## src/rtl/send_issue.sv

```systemverilog
// SendU instruction-byte issuer: queues transfer requests and splits each into
// register chunks that never wrap 7->0. Optional byte counter under SENDU_ISSUE_STATS_EN.
module send_issue #(
  parameter int QDEPTH = 2
) (
  input  logic       clock,
  input  logic       reset,
  output logic       io_din_input_ready,
  input  logic       io_din_input_valid,
  input  logic [1:0] io_din_dest_pe,
  input  logic [2:0] io_din_reg_start_addr,
  input  logic [4:0] io_din_count,
  input  logic       io_dout_output_ready,
  output logic       io_dout_output_valid,
  output logic [7:0] io_dout_output_bits,
`ifdef SENDU_ISSUE_STATS_EN
  output logic [15:0] io_stat_bytes,
`endif
  output logic       io_busy
);

  localparam int AW = (QDEPTH > 1) ? $clog2(QDEPTH) : 1;
  localparam logic [AW:0] FULL_CNT = QDEPTH[AW:0];

  typedef enum logic [0:0] {IDLE = 1'b0, ACTIVE = 1'b1} state_t;

  // Queue entry layout: {dest[9:8], addr[7:5], count[4:0]}
  logic [9:0]    q_mem_r [QDEPTH];
  logic [AW-1:0] wr_ptr_r;
  logic [AW-1:0] rd_ptr_r;
  logic [AW:0]   cnt_r;

  state_t     state_r;
  state_t     state_nxt_s;
  logic [1:0] dest_r;
  logic [2:0] cur_addr_r;
  logic [4:0] rem_r;
  logic       out_valid_r;
  logic [7:0] out_bits_r;

  logic       push_s;
  logic       pop_s;
  logic       load_s;
  logic       slot_free_s;
  logic [9:0] head_s;
  logic [3:0] avail_s;
  logic [3:0] chunk_s;
  logic [3:0] len_s;
  logic       last_s;

  assign head_s      = q_mem_r[rd_ptr_r];
  assign push_s      = io_din_input_valid && io_din_input_ready;
  assign slot_free_s = !out_valid_r || io_dout_output_ready;

  // Chunk size: remaining registers, capped at the distance to register 7.
  assign avail_s = 4'd8 - {1'b0, cur_addr_r};
  assign chunk_s = ({1'b0, avail_s} < rem_r) ? avail_s : rem_r[3:0];
  assign len_s   = chunk_s - 4'd1;
  assign last_s  = (rem_r == {1'b0, chunk_s});

  // Request queue storage and pointers
  always_ff @(posedge clock or posedge reset) begin
    if (reset) begin
      for (int i = 0; i < QDEPTH; i++) begin
        q_mem_r[i] <= 10'd0;
      end
      wr_ptr_r <= '0;
      rd_ptr_r <= '0;
      cnt_r    <= '0;
    end else begin
      if (push_s) begin
        q_mem_r[wr_ptr_r] <= {io_din_dest_pe, io_din_reg_start_addr, io_din_count};
        wr_ptr_r          <= wr_ptr_r + {{(AW-1){1'b0}}, 1'b1};
      end else begin
        wr_ptr_r <= wr_ptr_r;
      end
      if (pop_s) begin
        rd_ptr_r <= rd_ptr_r + {{(AW-1){1'b0}}, 1'b1};
      end else begin
        rd_ptr_r <= rd_ptr_r;
      end
      case ({push_s, pop_s})
        2'b10:   cnt_r <= cnt_r + {{AW{1'b0}}, 1'b1};
        2'b01:   cnt_r <= cnt_r - {{AW{1'b0}}, 1'b1};
        default: cnt_r <= cnt_r;
      endcase
    end
  end

  // FSM state register
  always_ff @(posedge clock or posedge reset) begin
    if (reset) begin
      state_r <= IDLE;
    end else begin
      state_r <= state_nxt_s;
    end
  end

  // FSM next-state: zero-count requests are popped without entering ACTIVE
  always_comb begin
    state_nxt_s = state_r;
    case (state_r)
      IDLE: begin
        if ((cnt_r != '0) && (head_s[4:0] != 5'd0)) begin
          state_nxt_s = ACTIVE;
        end else begin
          state_nxt_s = IDLE;
        end
      end
      ACTIVE: begin
        if (slot_free_s && last_s) begin
          state_nxt_s = IDLE;
        end else begin
          state_nxt_s = ACTIVE;
        end
      end
      default: state_nxt_s = IDLE;
    endcase
  end

  // FSM outputs: pop the queue head when idle, load a byte when the slot frees
  always_comb begin
    pop_s  = 1'b0;
    load_s = 1'b0;
    case (state_r)
      IDLE: begin
        if (cnt_r != '0) begin
          pop_s = 1'b1;
        end else begin
          pop_s = 1'b0;
        end
      end
      ACTIVE: begin
        if (slot_free_s) begin
          load_s = 1'b1;
        end else begin
          load_s = 1'b0;
        end
      end
      default: begin
        pop_s  = 1'b0;
        load_s = 1'b0;
      end
    endcase
  end

  // Working request registers
  always_ff @(posedge clock or posedge reset) begin
    if (reset) begin
      dest_r     <= 2'd0;
      cur_addr_r <= 3'd0;
      rem_r      <= 5'd0;
    end else if (pop_s) begin
      dest_r     <= head_s[9:8];
      cur_addr_r <= head_s[7:5];
      rem_r      <= head_s[4:0];
    end else if (load_s) begin
      dest_r     <= dest_r;
      cur_addr_r <= cur_addr_r + chunk_s[2:0];
      rem_r      <= rem_r - {1'b0, chunk_s};
    end else begin
      dest_r     <= dest_r;
      cur_addr_r <= cur_addr_r;
      rem_r      <= rem_r;
    end
  end

  // Output byte register: bits hold while stalled, valid drops after an unrefilled transfer
  always_ff @(posedge clock or posedge reset) begin
    if (reset) begin
      out_valid_r <= 1'b0;
      out_bits_r  <= 8'd0;
    end else if (load_s) begin
      out_valid_r <= 1'b1;
      out_bits_r  <= {len_s[2:0], cur_addr_r, dest_r};
    end else if (io_dout_output_ready) begin
      out_valid_r <= 1'b0;
      out_bits_r  <= out_bits_r;
    end else begin
      out_valid_r <= out_valid_r;
      out_bits_r  <= out_bits_r;
    end
  end

`ifdef SENDU_ISSUE_STATS_EN
  logic [15:0] stat_bytes_r;

  // Count of accepted output bytes, free-running with natural wrap
  always_ff @(posedge clock or posedge reset) begin
    if (reset) begin
      stat_bytes_r <= 16'd0;
    end else if (out_valid_r && io_dout_output_ready) begin
      stat_bytes_r <= stat_bytes_r + 16'd1;
    end else begin
      stat_bytes_r <= stat_bytes_r;
    end
  end

  assign io_stat_bytes = stat_bytes_r;
`endif

  assign io_din_input_ready   = (cnt_r != FULL_CNT);
  assign io_dout_output_valid = out_valid_r;
  assign io_dout_output_bits  = out_bits_r;
  assign io_busy              = (cnt_r != '0) || (state_r == ACTIVE) || out_valid_r;

endmodule

```

## config.mk

```make
export PLATFORM = sky130hd
export DESIGN_NAME = send_issue
export DESIGN_NICKNAME = d
export VERILOG_FILES = /design/src/rtl/send_issue.sv
export SDC_FILE = /design/constraint.sdc
export NUM_CORES = 1
export LEC_CHECK = 0
export ABC_CLOCK_PERIOD_IN_PS = 4400
export BUFFER_PORTS_ARGS = -buffer_cell sky130_fd_sc_hd__clkbuf_2
export CORE_MARGIN = 3
export CORE_UTILIZATION = 35
export DETAILED_ROUTE_END_ITERATION = 12
export GPL_TIMING_DRIVEN = 0
export PLACE_DENSITY_LB_ADDON = 0.05
export REMOVE_ABC_BUFFERS = 1
export SETUP_SLACK_MARGIN = 0.5
export SYNTH_ARGS = -nofsm -noshare
export SYNTH_HDL_FRONTEND = slang
export SYNTH_SLANG_ARGS = --single-unit
```

## constraint.sdc

```tcl
create_clock -name clock -period 4.4 [get_ports clock]
set_input_delay 0.22 -clock clock [delete_from_list [all_inputs] [get_ports clock]]
set_output_delay 0.22 -clock clock [all_outputs]
set_load 0.03 [all_outputs]
```

==> results by stage <==
Run status:
- The flow ran to the end, and the final reports show no timing, DRC or antenna violations.

Die:
- The area of the placeable core is 6460 sq um.
- The die footprint is 7770 sq um.
- The count of pins on the block boundary is 25.
- The starting utilization of the core area is 0.366.
- In this run the horizontal extent of the chip is 88.2 microns.
- The placement row count is 29.
- From bottom edge to top edge, the die measures 88.2 microns.

Setup path:
- In this run the worst path has a maximum fanout of 7.
- On the worst path, the slowest cell contributes a delay of 0.50 ns.
- In this run the critical register-to-register path is captured at cur_addr_r[2].
- The worst setup path is launched from a flip-flop.
- The worst register-to-register path begins at cur_addr_r[0].
- The critical path is of the reg -> reg type.
- Walking the worst path, the cells encountered are inv_1, ha_2, xor2_4, inv_2, ha_1, nor3_4, or3_4, nor2_1, o21ai_2, ha_1, inv_1, fa_2, nor2_1, and4_1, or4_1, o211ai_1.
- The length in cells of the worst reg-to-reg path is 16.
- The kind of end point of the critical path is a flip-flop.
- For flop-to-flop paths, the worst setup slack is 0.73 ns.
- Data on the critical path arrives at its endpoint at 3.88 ns.
- The required time of the critical path is 4.61 ns.
- Among all stages on the critical path, the largest delay is contributed by sky130_fd_sc_hd__or4_1.

CTS:
- The clock net in this run drives a total of 44 sinks.
- The count of H-tree levels built during CTS is 2.
- TritonCTS built the clock tree.
- For the worst-skew pair, the clock arrives at the later sink with an insertion delay of 0.30 ns.
- The tree is rooted in a sky130_fd_sc_hd__clkbuf_8.
- After clock tree synthesis, the clock-pin slew on the worst setup and hold paths is 0.09 ns.
- The clock passes through at most 2 buffers.
- TritonCTS created 5 clock buffers.

Timing:
- The relative max-transition margin is 0.231.
- The maximum clock rate is 273 MHz.
- Setup total negative slack on the finished layout was measured at 0 ns.
- The hold violation count in the final report is 0.
- Dividing the final minimum period by the clock period gives 0.834.
- Setup repair after global routing left no endpoint under its margin.
- The slew at the pin closest to its max-slew limit is 1.15 ns.
- The worst path needs 3.67 ns of the cycle, external delays included.
- The number of endpoints failing setup at the final stage is 0.
- The max-slew violation count is 0.
- The worst clock skew is 0.0101 ns.

Cells and area:
- The share of cells above drive strength 1 is 0.290.
- Compared with the post-synthesis result, the final layout area differs by 18.4%.
- The leading cell type in the layout, fill and taps excluded is sky130_fd_sc_hd__dfrtp_1.
- In the final design database the tool counted 283 nets.
- The top cell types in the final layout, fill and taps aside, are 44 x sky130_fd_sc_hd__dfrtp_1, 24 x sky130_fd_sc_hd__nand2_1, 24 x sky130_fd_sc_hd__clkbuf_2, 22 x sky130_fd_sc_hd__mux2_2, 14 x sky130_fd_sc_hd__nor2_1.
- The repair_antennas step left the layout with diodes totalling 0.

Global routing:
- The global-route wire length before repair is 8.75 mm.
- Global routing finished with a remaining overflow of 0.
- The initial antenna violation count came to 0.
- In the global route stage, overall resource usage came out at 0.145.
- The via count of the first global-routing pass is 1705.
- The largest net degree at the start of global routing is 40.

Detailed routing:
- The first detailed-routing pass took 4 iterations.
- The via count is 1725.
- The number of remaining DRC errors is 0.
- The routed via count divided by cell count is 5.13.
- The average wire per standard cell is 15.4 microns.
- The violation count after the first detailed-route iteration is 79.
- The number of nets with antenna violations after detailed routing is 0.
- The routed design has 5.18 mm of wire.

Place:
- The routability congestion estimate from global placement is 0.770.
- Detailed placement ended at an HPWL of 3.69 mm.
- The quantity of I/O buffers inserted on ports is 24.

Min path:
- The worst hold path cell count is 2.
- The worst min-delay path endpoint is q_mem_r[1].
- The start point of the worst min-delay path is io_din_count[1].
- In this run the worst hold path is classified as in -> reg.

Yosys:
- The number of different library cells in the post-synthesis netlist is 49.
- The Yosys step of the flow raised 0 warnings.
- The synthesized netlist occupies a cell area of 2360 sq um.
- The mean instance size in the synthesized netlist is 10.5 sq um.
- Counting flops with a built-in enable in the synthesized netlist gives 0.
- After synthesis the netlist holds a flip-flop and latch count of 44.
- The number of instances in the synthesized netlist is 226.
- The most used flip-flop cell after synthesis is sky130_fd_sc_hd__dfrtp_1.
- The proportion of synthesized chip area in sequential cells is 0.466.
- The fraction of registers with async set or reset after synthesis is 1.00.

Run:
- Max-cap violations in this run came to 0.
-- metrics by stage --
step / cells / util / area (sq um) / hold slack (ns) / setup WS, ns
CTS: 330 / 0.422 / 2720 / 0.153 / 0.526
floorplan: 219 / - / 2330 / 0.371 / 0.931
detailed placement: 321 / 0.398 / 2570 / 0.119 / 0.331
finish: 336 / 0.433 / 2800 / 0.159 / 0.733
global placement: 320 / 0.395 / 2550 / 0.454 / 0.366
global route: 336 / 0.433 / 2800 / 0.155 / 0.506
-- worst max path at each step --
stage	from	to	slack, ns	depth (start not counted)
2_1_floorplan	cur_addr_r[1]	cur_addr_r[2]	0.93	16
3_3_place_gp	cur_addr_r[0]	cur_addr_r[2]	0.37	16
3_5_place_dp	cur_addr_r[0]	cur_addr_r[2]	0.33	16
4_1_cts	cur_addr_r[0]	cur_addr_r[2]	0.53	16
5_1_grt	cur_addr_r[0]	cur_addr_r[2]	0.51	16
6_report	cur_addr_r[0]	cur_addr_r[2]	0.73	16
-- routing by layer --
metal | track usage | share of wire | vias to the layer above
li1 | - | - | 876
met1 | 0.203 | 0.51 | 820
met2 | 0.229 | 0.46 | 25
met3 | 0.0310 | 0.026 | 4
met4 | 0.0330 | 0.0068 | 0
met5 | 0 | 0 | -
-- cells in the mapped netlist, drive strengths merged, types with 3 or more instances --
| master | n | area, sq um |
|---|---|---|
| dfrtp | 44 | 1100 |
| nand2 | 24 | 90.1 |
| mux2 | 22 | 248 |
| nor2 | 15 | 58.8 |
| inv | 12 | 45.0 |
| nor3 | 12 | 65.1 |
| ha | 10 | 125 |
| o21ai | 10 | 53.8 |
| a21oi | 8 | 40.0 |
| mux2i | 8 | 80.1 |
| clkbuf | 5 | 18.8 |
| xnor2 | 5 | 43.8 |
| nand2b | 4 | 25.0 |
| nand3 | 3 | 15.0 |
| o211ai | 3 | 22.5 |
| o21a | 3 | 22.5 |
| o221ai | 3 | 26.3 |
| or3 | 3 | 18.8 |
| xor2 | 3 | 33.8 |
-- cells by family after synthesis --
family          share of synthesized area
compound gates                      0.119
xor+xnor                           0.0328
fa+ha+maj                          0.0614
buf+inv                            0.0323
flops                               0.466
mux                                 0.139
simple gates                        0.150
-- registers in the layout (all words and copies together), names as in the netlist --
register / cells
wr_ptr_r: 1
dest_r: 2
q_mem_r: 20
io_dout_output_valid: 1
io_dout_output_bits: 8
cnt_r: 2
rd_ptr_r: 1
state_r: 1
cur_addr_r: 3
rem_r: 5
-- final cells by class --
class                   instances  area [sq um]
fillers                       656          3660
clock buffers                   6          82.6
inverters                      13          48.8
clock inverters                 2          38.8
repair buffers                 32           195
flip-flops and latches         44          1100
multi-input cells             162          1230
well taps                      77          96.3
-- critical path, delay by kind of cell (launching register included) --
kind                       cells  cell delay [ns]
AOI/OAI and AO/OA              2             0.22
xor gates and xnor gates       1             0.22
adders and majority gates      4             0.99
buffers and inverters          3             0.29
DFF                            1             0.43
and+or+nand+nor                6             1.43
-- timing repair --
action,CTS,global route
buffers inserted,0,6
setup endpoints to repair,1,1
resized for setup,4,7
pin swaps,0,2
hold buffers,1,0
hold endpoints to repair,5,0
Power is left out: the tool's default activity adds up to more than one toggle a clock period on the data nets, which glitch-free logic cannot reach.
